===== config.mk =====
export PLATFORM = sky130hd
export DESIGN_NAME = inlier_accumulator
export DESIGN_NICKNAME = d
export VERILOG_FILES = /design/src/rtl/inlier_acc_pkg.sv /design/src/rtl/inlier_accumulator_valid_delay_line.sv /design/src/rtl/inlier_accumulator.sv
export SDC_FILE = /design/constraint.sdc
export NUM_CORES = 1
export LEC_CHECK = 0
export ABC_AREA = 1
export BUFFER_PORTS_ARGS = -buffer_cell sky130_fd_sc_hd__buf_2
export CORE_ASPECT_RATIO = 0.75
export CORE_MARGIN = 4
export CORE_UTILIZATION = 30
export CTS_BUF_LIST = sky130_fd_sc_hd__clkbuf_2
export DETAILED_ROUTE_END_ITERATION = 8
export GPL_ROUTABILITY_DRIVEN = 0
export HOLD_SLACK_MARGIN = 0.05
export PLACE_DENSITY = 0.49
export SYNTH_ARGS = -nofsm -noshare
export SYNTH_HDL_FRONTEND = slang
export SYNTH_SLANG_ARGS = --single-unit

===== constraint.sdc =====
create_clock -name clk -period 1.84 [get_ports clk]
set_input_delay 0.276 -clock clk [delete_from_list [all_inputs] [get_ports clk]]
set_output_delay 0.276 -clock clk [all_outputs]
set_load 0.01 [all_outputs]

===== src/rtl/inlier_acc_pkg.sv =====
// Shared types for the RANSAC inlier accumulator: FSM states, model widths and the model record.
package inlier_acc_pkg;

   localparam int COORD_W = 9;
   localparam int BETA_W  = 17;

   typedef enum logic [1:0] {
      ST_IDLE    = 2'd0,
      ST_SWEEP   = 2'd1,
      ST_DRAIN   = 2'd2,
      ST_COMPARE = 2'd3
   } state_t;

   typedef struct packed {
      logic signed [COORD_W-1:0] deltaX;
      logic signed [COORD_W-1:0] deltaY;
      logic signed [BETA_W-1:0]  beta;
   } model_t;

endpackage


===== src/rtl/inlier_accumulator_valid_delay_line.sv =====
// Shift register of point-valid bits; the tail marks the cycle a point's inlier flag is due.
module valid_delay_line #(
   parameter int DEPTH = 5
) (
   input  logic clk,
   input  logic reset,
   input  logic din,
   output logic tail
);

   logic [DEPTH-1:0] sr_reg;
   logic [DEPTH-1:0] sr_next;

   genvar gi;
   generate
      for (gi = 0; gi < DEPTH; gi++) begin : g_stage
         if (gi == 0) begin : g_head
            assign sr_next[gi] = din;
         end else begin : g_body
            assign sr_next[gi] = sr_reg[gi-1];
         end
      end
   endgenerate

   always_ff @(posedge clk) begin
      if (reset) sr_reg <= '0;
      else       sr_reg <= sr_next;
   end

   assign tail = sr_reg[DEPTH-1];

endmodule


===== src/rtl/inlier_accumulator.sv =====
// Counts inlier flags per line hypothesis and keeps the best-scoring model since the last clear.
// Optional consensus detector enabled by defining INLIER_ACC_CONSENSUS_EN.
module inlier_accumulator
   import inlier_acc_pkg::*;
#(
   parameter  int MAX_POINTS = 1023,
   parameter  int PIPE_LAT   = 5,
   localparam int CNT_W      = $clog2(MAX_POINTS + 1)
) (
   input  logic                      clk,
   input  logic                      reset,
   input  logic                      hyp_start,
   input  logic signed [COORD_W-1:0] deltaX,
   input  logic signed [COORD_W-1:0] deltaY,
   input  logic signed [BETA_W-1:0]  beta,
   input  logic                      pt_valid,
   input  logic                      pt_last,
   input  logic                      inlier,
   input  logic                      best_clear,
`ifdef INLIER_ACC_CONSENSUS_EN
   input  logic [CNT_W-1:0]          consensus_count,
   output logic                      consensus_met,
`endif
   output logic                      busy,
   output logic                      hyp_done,
   output logic [CNT_W-1:0]          count,
   output logic [CNT_W-1:0]          best_count,
   output logic signed [COORD_W-1:0] best_deltaX,
   output logic signed [COORD_W-1:0] best_deltaY,
   output logic signed [BETA_W-1:0]  best_beta,
   output logic                      best_valid
);

   localparam int DRN_W = $clog2(PIPE_LAT + 1);

   state_t           state_reg;
   logic [CNT_W-1:0] work_reg;
   logic [CNT_W-1:0] count_reg;
   logic [CNT_W-1:0] best_count_reg;
   logic [DRN_W-1:0] drain_reg;
   model_t           model_reg;
   model_t           best_model_reg;
   logic             best_valid_reg;
   logic             push;
   logic             tail;
   logic             sampling;
   logic             record;

   assign push     = pt_valid && (state_reg == ST_SWEEP);
   assign sampling = (state_reg == ST_SWEEP) || (state_reg == ST_DRAIN);
   // A coincident clear empties the record first, so the current hypothesis always lands.
   assign record   = (state_reg == ST_COMPARE) &&
                     (best_clear || !best_valid_reg || (work_reg > best_count_reg));

   valid_delay_line #(.DEPTH(PIPE_LAT)) u_delay (
      .clk   (clk),
      .reset (reset),
      .din   (push),
      .tail  (tail)
   );

   always_ff @(posedge clk) begin
      if (reset) begin
         state_reg      <= ST_IDLE;
         work_reg       <= '0;
         count_reg      <= '0;
         drain_reg      <= '0;
         model_reg      <= '0;
         best_count_reg <= '0;
         best_model_reg <= '0;
         best_valid_reg <= 1'b0;
      end else begin
         case (state_reg)
            ST_IDLE: begin
               if (hyp_start) begin
                  model_reg <= '{deltaX: deltaX, deltaY: deltaY, beta: beta};
                  work_reg  <= '0;
                  state_reg <= ST_SWEEP;
               end
            end
            ST_SWEEP: begin
               if (pt_valid && pt_last) begin
                  drain_reg <= DRN_W'(PIPE_LAT);
                  state_reg <= ST_DRAIN;
               end
            end
            ST_DRAIN: begin
               drain_reg <= drain_reg - 1'b1;
               if (drain_reg == DRN_W'(1)) state_reg <= ST_COMPARE;
            end
            ST_COMPARE: begin
               count_reg <= work_reg;
               state_reg <= ST_IDLE;
            end
            default: state_reg <= ST_IDLE;
         endcase

         if (sampling && tail && inlier && (work_reg != CNT_W'(MAX_POINTS)))
            work_reg <= work_reg + 1'b1;

         if (record) begin
            best_count_reg <= work_reg;
            best_model_reg <= model_reg;
            best_valid_reg <= 1'b1;
         end else if (best_clear) begin
            best_count_reg <= '0;
            best_model_reg <= '0;
            best_valid_reg <= 1'b0;
         end
      end
   end

`ifdef INLIER_ACC_CONSENSUS_EN
   logic consensus_reg;

   always_ff @(posedge clk) begin
      if (reset || best_clear)
         consensus_reg <= 1'b0;
      else if (best_valid_reg && (best_count_reg >= consensus_count))
         consensus_reg <= 1'b1;
   end

   assign consensus_met = consensus_reg;
`endif

   assign busy        = (state_reg != ST_IDLE);
   assign hyp_done    = (state_reg == ST_COMPARE);
   assign count       = count_reg;
   assign best_count  = best_count_reg;
   assign best_deltaX = best_model_reg.deltaX;
   assign best_deltaY = best_model_reg.deltaY;
   assign best_beta   = best_model_reg.beta;
   assign best_valid  = best_valid_reg;

endmodule


==> results.yml, run 1 <==
timing:
  rsz_0062_raised_after_global_routing: "true"
  setup_viol: 0
  tightestPinTransition_ns: 0.534
  max-slew-margin-rel_pct: 64.4
  final_hold_viol_count: 0
  max_freq_mhz: 549
  period_minus_slack_ns: 1.82
  final.period_utilization_pct: 98.9
  final-max-slew-violation-count: 0
  worst_clock_skew_ns: 0.0426
  tns_ns: 0
route:
  via_count_of_the_routed_design: 4490
  drt_pre_antenna_iters: 4
  route.detailed.wl_per_inst_um: 15.3
  vias_per_cell: 4.68
  route.antenna.remaining_nets: 0
  post-route-drc-count: 0
  drt_wl_total_um: 14700
  detailedRoute.firstIterationViolations: 293
final_layout:
  mostFrequentLayoutCells: "sky130_fd_sc_hd__buf_2, sky130_fd_sc_hd__dfxtp_1, sky130_fd_sc_hd__nand3_1, sky130_fd_sc_hd__nor2_1, sky130_fd_sc_hd__a21oi_1"
  max_ffs_per_register: 35
  fillerInstances: 1476
  finalNetCount: 814
  n_antenna_cell: 0
  final_core_utilization_pct: 45.3
  layout.cells.non_filler: 959
  multiInputGateArea_um2: 2320
  layout.cells.most_common: "sky130_fd_sc_hd__buf_2"
  seq_cell_area_um2: 2250
  syn_to_final_growth_pct: 45.8
  drive_gt1_share_pct: 32.5
worst_setup_path:
  worst-path-buf-inv: 2
  critical_path.startpoint_type: "flip-flop"
  worst_path_dominant_cell_family: "simple AND/OR/NAND/NOR gates"
  crit_path_top_delay_cell: "sky130_fd_sc_hd__dfxtp_1"
  crit_arrival_ns: 2.42
  end_kind: "flip-flop"
  worst-path-max-fanout: 9
  worst-path-stages: 13
  cp_slowest_stage_delay_ns: 0.46
  crit_type: "reg -> reg"
  crit_chain: "ha_4, nand2_4, inv_1, nand2_1, nand2_1, nand2_1, nand3_2, nand2_2, nand2_8, nand2_8, buf_12, nand3_1, a21oi_1"
  required_ns: 2.44
  worst_r2r_path_depth: 13
  cp_common_cell: "sky130_fd_sc_hd__nand2_1"
status:
  outcome: "complete, no violations"
clock_network:
  clock-sinks: 111
  cts_made_buffers: 9
  cts_tree: "yes"
  ctsHtreeMaxLevel: 3
  clk_root_buffer_cell: "sky130_fd_sc_hd__clkbuf_2"
  clk_latency_ns: 0.65
  cts.path.max_buffers: 2
  worst_setup_hold_path_clk_slew_ns: 0.31
pwr:
  irDropWorstVdd_mv: 0.376
  total_power_mw: 5.85
  total_power_density_per_cell_area_nw_per_um2: 882
  leakage_nw: 2.75
global_routing:
  globalRouteTotalUtil_pct: 16.3
  grt_antenna_before_repair: 0
  gr-total-overflow: 0
  first_global_vias: 4287
  grt_max_degree: 71
  grt_pass1_wl_um: 22100
synthesis:
  mean_instance_size_in_the_synthesized_netlist_um2: 7.68
  postSynthRegisterBits: 111
  synth-edff-count: 0
  synth_top_flop_cell: "sky130_fd_sc_hd__dfxtp_1"
  mappedNetlistNets: 652
  netlist_area_um2: 4550
  yosysSeqAreaShare_pct: 48.9
  netlist_instances: 592
  ys_types: 25
  ys_warn_count: 0
  synth_async_sr_flop_share_pct: 0
floorplan:
  width_of_the_die_um: 150
  fp.dieH_um: 115
  start_util_pct: 31.0
  fp-row-count: 38
  die_area_um2: 17200
  ios: 100
  core_area_um2: 14600
placement:
  numPlacedInstances: 888
  place.port_buffers: 99
  hpwl_um: 9120
worst_hold_path:
  hold_depth: 3
  min-delay-path-class: "in -> reg"
job:
  drv_cap: 0
## final timing paths
check                         start                end  slack, ns
hold reg to reg   u_delay.sr_reg[2]  u_delay.sr_reg[3]       0.41
setup reg to reg        work_reg[5]       best_beta[6]       0.02
hold / removal                reset     best_deltaY[0]       0.12
setup / recovery        work_reg[5]       best_beta[6]       0.02
## logic make-up after synthesis
group	share of synthesized area, %
AO/OA/AOI/OAI	13.1
XOR/XNOR	0.578
flip-flops	48.9
adder cells (fa/ha/maj)	4.95
AND/OR/NAND/NOR	24.6
buffers and inverters	7.87
## synth_stat cells, types with 2 or more instances
cell type                  number  area share, %
sky130_fd_sc_hd__dfxtp_1      111             49
sky130_fd_sc_hd__nand3_1      108             12
sky130_fd_sc_hd__nor2_1        86            7.1
sky130_fd_sc_hd__a21oi_1       73            8.0
sky130_fd_sc_hd__nand2_1       50            4.1
sky130_fd_sc_hd__inv_1         45            3.7
sky130_fd_sc_hd__o21ai_0       42            4.6
sky130_fd_sc_hd__clkbuf_1      25            2.1
sky130_fd_sc_hd__ha_1          18            5.0
sky130_fd_sc_hd__buf_1          5           0.41
sky130_fd_sc_hd__buf_2          4           0.44
sky130_fd_sc_hd__buf_4          4           0.66
sky130_fd_sc_hd__nand2_2        4           0.55
sky130_fd_sc_hd__xor2_1         3           0.58
sky130_fd_sc_hd__clkinv_1       2           0.17
sky130_fd_sc_hd__inv_2          2           0.17
sky130_fd_sc_hd__nor3_1         2           0.22
## metal layers
metal | vias up | share of wire, % | GRT usage, %
li1 | 2282 | - | -
met1 | 2073 | 47 | 22.6
met2 | 119 | 44 | 24.7
met3 | 16 | 7.0 | 4.39
met4 | 0 | 1.4 | 5.48
met5 | - | 0 | 0
## worst reg2reg max path: stages, from the launching register on
cell and delay, ns:
sky130_fd_sc_hd__dfxtp_1 0.46, sky130_fd_sc_hd__ha_4 0.24, sky130_fd_sc_hd__nand2_4 0.07, sky130_fd_sc_hd__inv_1 0.04
sky130_fd_sc_hd__nand2_1 0.05, sky130_fd_sc_hd__nand2_1 0.05, sky130_fd_sc_hd__nand2_1 0.07, sky130_fd_sc_hd__nand3_2 0.08
sky130_fd_sc_hd__nand2_2 0.12, sky130_fd_sc_hd__nand2_8 0.11, sky130_fd_sc_hd__nand2_8 0.15, sky130_fd_sc_hd__buf_12 0.14
sky130_fd_sc_hd__nand3_1 0.08, sky130_fd_sc_hd__a21oi_1 0.16
## area by class of cell
| class | instances | share of cell area, % |
|---|---|---|
| Sequential cell | 111 | 33.9 |
| Clock inverter | 6 | 1.36 |
| Multi-Input combinational cell | 394 | 35.0 |
| Clock buffer | 10 | 0.755 |
| Timing Repair Buffer | 189 | 22.4 |
| Tap cell | 200 | 3.78 |
| Inverter | 49 | 2.81 |
## power by group
group          switching (mW)  total [mW]  internal, mW
clock network           0.839        1.30         0.464
logic                   0.941        1.63         0.689
registers               0.186        2.91          2.73
total                    1.97        5.85          3.88
## metrics by stage
stage	hold slack [ns]	cell area, µm²	setup WS (ns)
global placement	0.391	5440	0.0306
CTS	0.0677	6090	-0.00916
finish	0.123	6630	0.0194
global route	0.0608	6630	-0.0979
floorplan	0.388	4550	0.0527
detailed placement	0.395	5440	-0.0254
## timing repair
item                                    CTS  global route
buffers inserted                          2             5
hold buffers                             38             0
pin swaps                                 3            39
gates cloned                              2             9
endpoints found under the setup margin   47            57
hold endpoints to repair                 38             0
gates resized for setup                  21            73
Power figures use the tool's default switching activity.
==> run 2, diff against run 1 <==
- CELL_PAD_IN_SITES_DETAIL_PLACEMENT: unset -> 0
- CELL_PAD_IN_SITES_GLOBAL_PLACEMENT: unset -> 1
- PLACE_DENSITY: 0.49 -> 0.64
==> run 2 against run 1 <==
  * The run now ends with negative setup slack left
  * Combinational power down 5%
  * Register-to-register slack worse by 0.03 ns
  * Setup slack worse by 0.032 ns
  * Routed wire length down 1.7%
  * Maximum frequency down 1.7%
  * Clock skew down 0.0027 ns
  * First-iteration DRC count down 10%
  * Clock power down 11%
  * Die area unchanged
  * Critical endpoint is now best_deltaX[4]
==> results.yml, run 2 (synthesis gave the netlist of run 1 again) <==
status:
  outcome: "complete, but fails checks"
  failed_checks: "negative setup slack"
route:
  via_count_of_the_routed_design: 4430
  post-route-drc-count: 0
  drt_pre_antenna_iters: 4
  detailedRoute.firstIterationViolations: 263
  route.detailed.wl_per_inst_um: 15.2
  route.antenna.remaining_nets: 0
  drt_wl_total_um: 14400
  vias_per_cell: 4.65
final_layout:
  layout.cells.non_filler: 953
  syn_to_final_growth_pct: 40.9
  n_antenna_cell: 0
  drive_gt1_share_pct: 30.7
  layout.cells.most_common: "sky130_fd_sc_hd__nand3_1"
  mostFrequentLayoutCells: "sky130_fd_sc_hd__nand3_1, sky130_fd_sc_hd__buf_2, sky130_fd_sc_hd__dfxtp_1, sky130_fd_sc_hd__nor2_1, sky130_fd_sc_hd__a21oi_1"
  max_ffs_per_register: 35
  multiInputGateArea_um2: 2210
  seq_cell_area_um2: 2260
  finalNetCount: 808
  fillerInstances: 1494
clock_network:
  cts_tree: "yes"
  worst_setup_hold_path_clk_slew_ns: 0.30
  clk_latency_ns: 0.62
  clk_root_buffer_cell: "sky130_fd_sc_hd__clkbuf_2"
  cts.path.max_buffers: 2
  cts_made_buffers: 9
  ctsHtreeMaxLevel: 3
  clock-sinks: 111
timing:
  worst_clock_skew_ns: 0.0399
  final-max-slew-violation-count: 0
  max_freq_mhz: 540
  tightestPinTransition_ns: 0.840
  tns_ns: -0.0314
  timing.hold.ws_ns: 0.146
  setup_viol: 5
  max-slew-margin-rel_pct: 44.0
  final_hold_viol_count: 0
  final.period_utilization_pct: 101
  period_minus_slack_ns: 1.85
  post_layout_worst_setup_margin_ns: -0.0128
  rsz_0062_raised_after_global_routing: "true"
floorplan:
  fp-row-count: 38
  core_area_um2: 14600
  fp.dieH_um: 115
  start_util_pct: 31.0
  die_area_um2: 17200
  ios: 100
  width_of_the_die_um: 150
global_routing:
  grtUsageMet2_pct: 26.1
  grt_util_met1_pct: 22.5
  grt.met3_usage_pct: 4.99
  grt_antenna_before_repair: 0
  grt_max_degree: 71
  first_global_vias: 4425
  gr-total-overflow: 0
  grt_pass1_wl_um: 22400
  globalRoute.busiestLayer: "met2"
  globalRouteTotalUtil_pct: 16.6
worst_setup_path:
  crit_arrival_ns: 2.39
  crit_path_top_delay_cell: "sky130_fd_sc_hd__dfxtp_2"
  required_ns: 2.37
  end_kind: "flip-flop"
  worst_path_dominant_cell_family: "simple AND/OR/NAND/NOR gates"
  crit_type: "reg -> reg"
  worst-path-max-fanout: 7
  critical_path.startpoint_type: "flip-flop"
  cp_slowest_stage_delay_ns: 0.39
  worst-path-buf-inv: 3
  cp_common_cell: "sky130_fd_sc_hd__nand2_1"
  crit_chain: "inv_1, ha_4, nand2_4, inv_2, nand2_1, nand2_1, nand2_1, nand3_2, nand2_2, nand2_4, nand2_8, clkbuf_16, nand3_2, a21oi_2"
pwr:
  total_power_density_per_cell_area_nw_per_um2: 877
  irDropWorstVdd_mv: 0.575
  total_power_mw: 5.61
  leakage_nw: 2.67
worst_hold_path:
  min-delay-path-class: "in -> reg"
job:
  drv_cap: 0
placement:
  hpwl_um: 9260
  numPlacedInstances: 886
  place.port_buffers: 99
[run 2: worst reg2reg max path: stages, from the launching register on]
cell and delay [ns]:
sky130_fd_sc_hd__dfxtp_2 0.39, sky130_fd_sc_hd__inv_1 0.08, sky130_fd_sc_hd__ha_4 0.21, sky130_fd_sc_hd__nand2_4 0.08
sky130_fd_sc_hd__inv_2 0.03, sky130_fd_sc_hd__nand2_1 0.04, sky130_fd_sc_hd__nand2_1 0.05, sky130_fd_sc_hd__nand2_1 0.07
sky130_fd_sc_hd__nand3_2 0.08, sky130_fd_sc_hd__nand2_2 0.09, sky130_fd_sc_hd__nand2_4 0.10, sky130_fd_sc_hd__nand2_8 0.16
sky130_fd_sc_hd__clkbuf_16 0.17, sky130_fd_sc_hd__nand3_2 0.06, sky130_fd_sc_hd__a21oi_2 0.14
[run 2: worst paths after layout]
check,end,slack [ns],depth (start not counted),start
setup reg to reg,best_deltaX[4],-0.01,14,best_count[4]
setup / recovery,best_deltaX[4],-0.01,14,best_count[4]
hold reg to reg,u_delay.sr_reg[3],0.40,2,u_delay.sr_reg[2]
hold / removal,state_reg[1],0.15,5,pt_last
[run 2: what timing repair did]
action / in CTS / in global routing
resized for setup: 23 / 62
setup endpoints to repair: 49 / 57
pin swaps: 2 / 21
gates cloned: 1 / 4
hold buffers: 39 / 0
buffers inserted: 1 / 6
endpoints found under the hold margin: 40 / 0
[run 2: layout make-up]
class | count | share of cell area [%]
Clock inverter | 7 | 1.13
Timing Repair Buffer | 184 | 21.5
Inverter | 49 | 2.91
Multi-Input combinational cell | 393 | 34.6
Sequential cell | 111 | 35.3
Clock buffer | 9 | 0.703
Tap cell | 200 | 3.91
[run 2: layer usage]
| metal | wire, µm | part of all wire (%) |
|---|---|---|
| met1 | 6860 | 47 |
| met2 | 6540 | 45 |
| met3 | 983 | 6.8 |
| met4 | 74 | 0.51 |
| met5 | 0 | 0 |
[run 2: power breakdown]
part           leakage [nW]  switching, mW  internal (mW)  total, mW
sequential            0.914          0.183           2.72       2.90
combinational          1.69          0.903          0.651       1.55
clock                0.0715          0.836          0.320       1.16
[run 2: stage by stage]
stage / setup slack [ns] / util, % / cell area (µm²)
after global routing: -0.113 / 43.7 / 6400
after global placement: 0.0131 / 37.0 / 5410
after detailed placement: -0.0657 / 37.0 / 5410
after floorplan: 0.0527 / - / 4550
after CTS: -0.0176 / 41.1 / 6020
final: -0.0128 / 43.7 / 6400
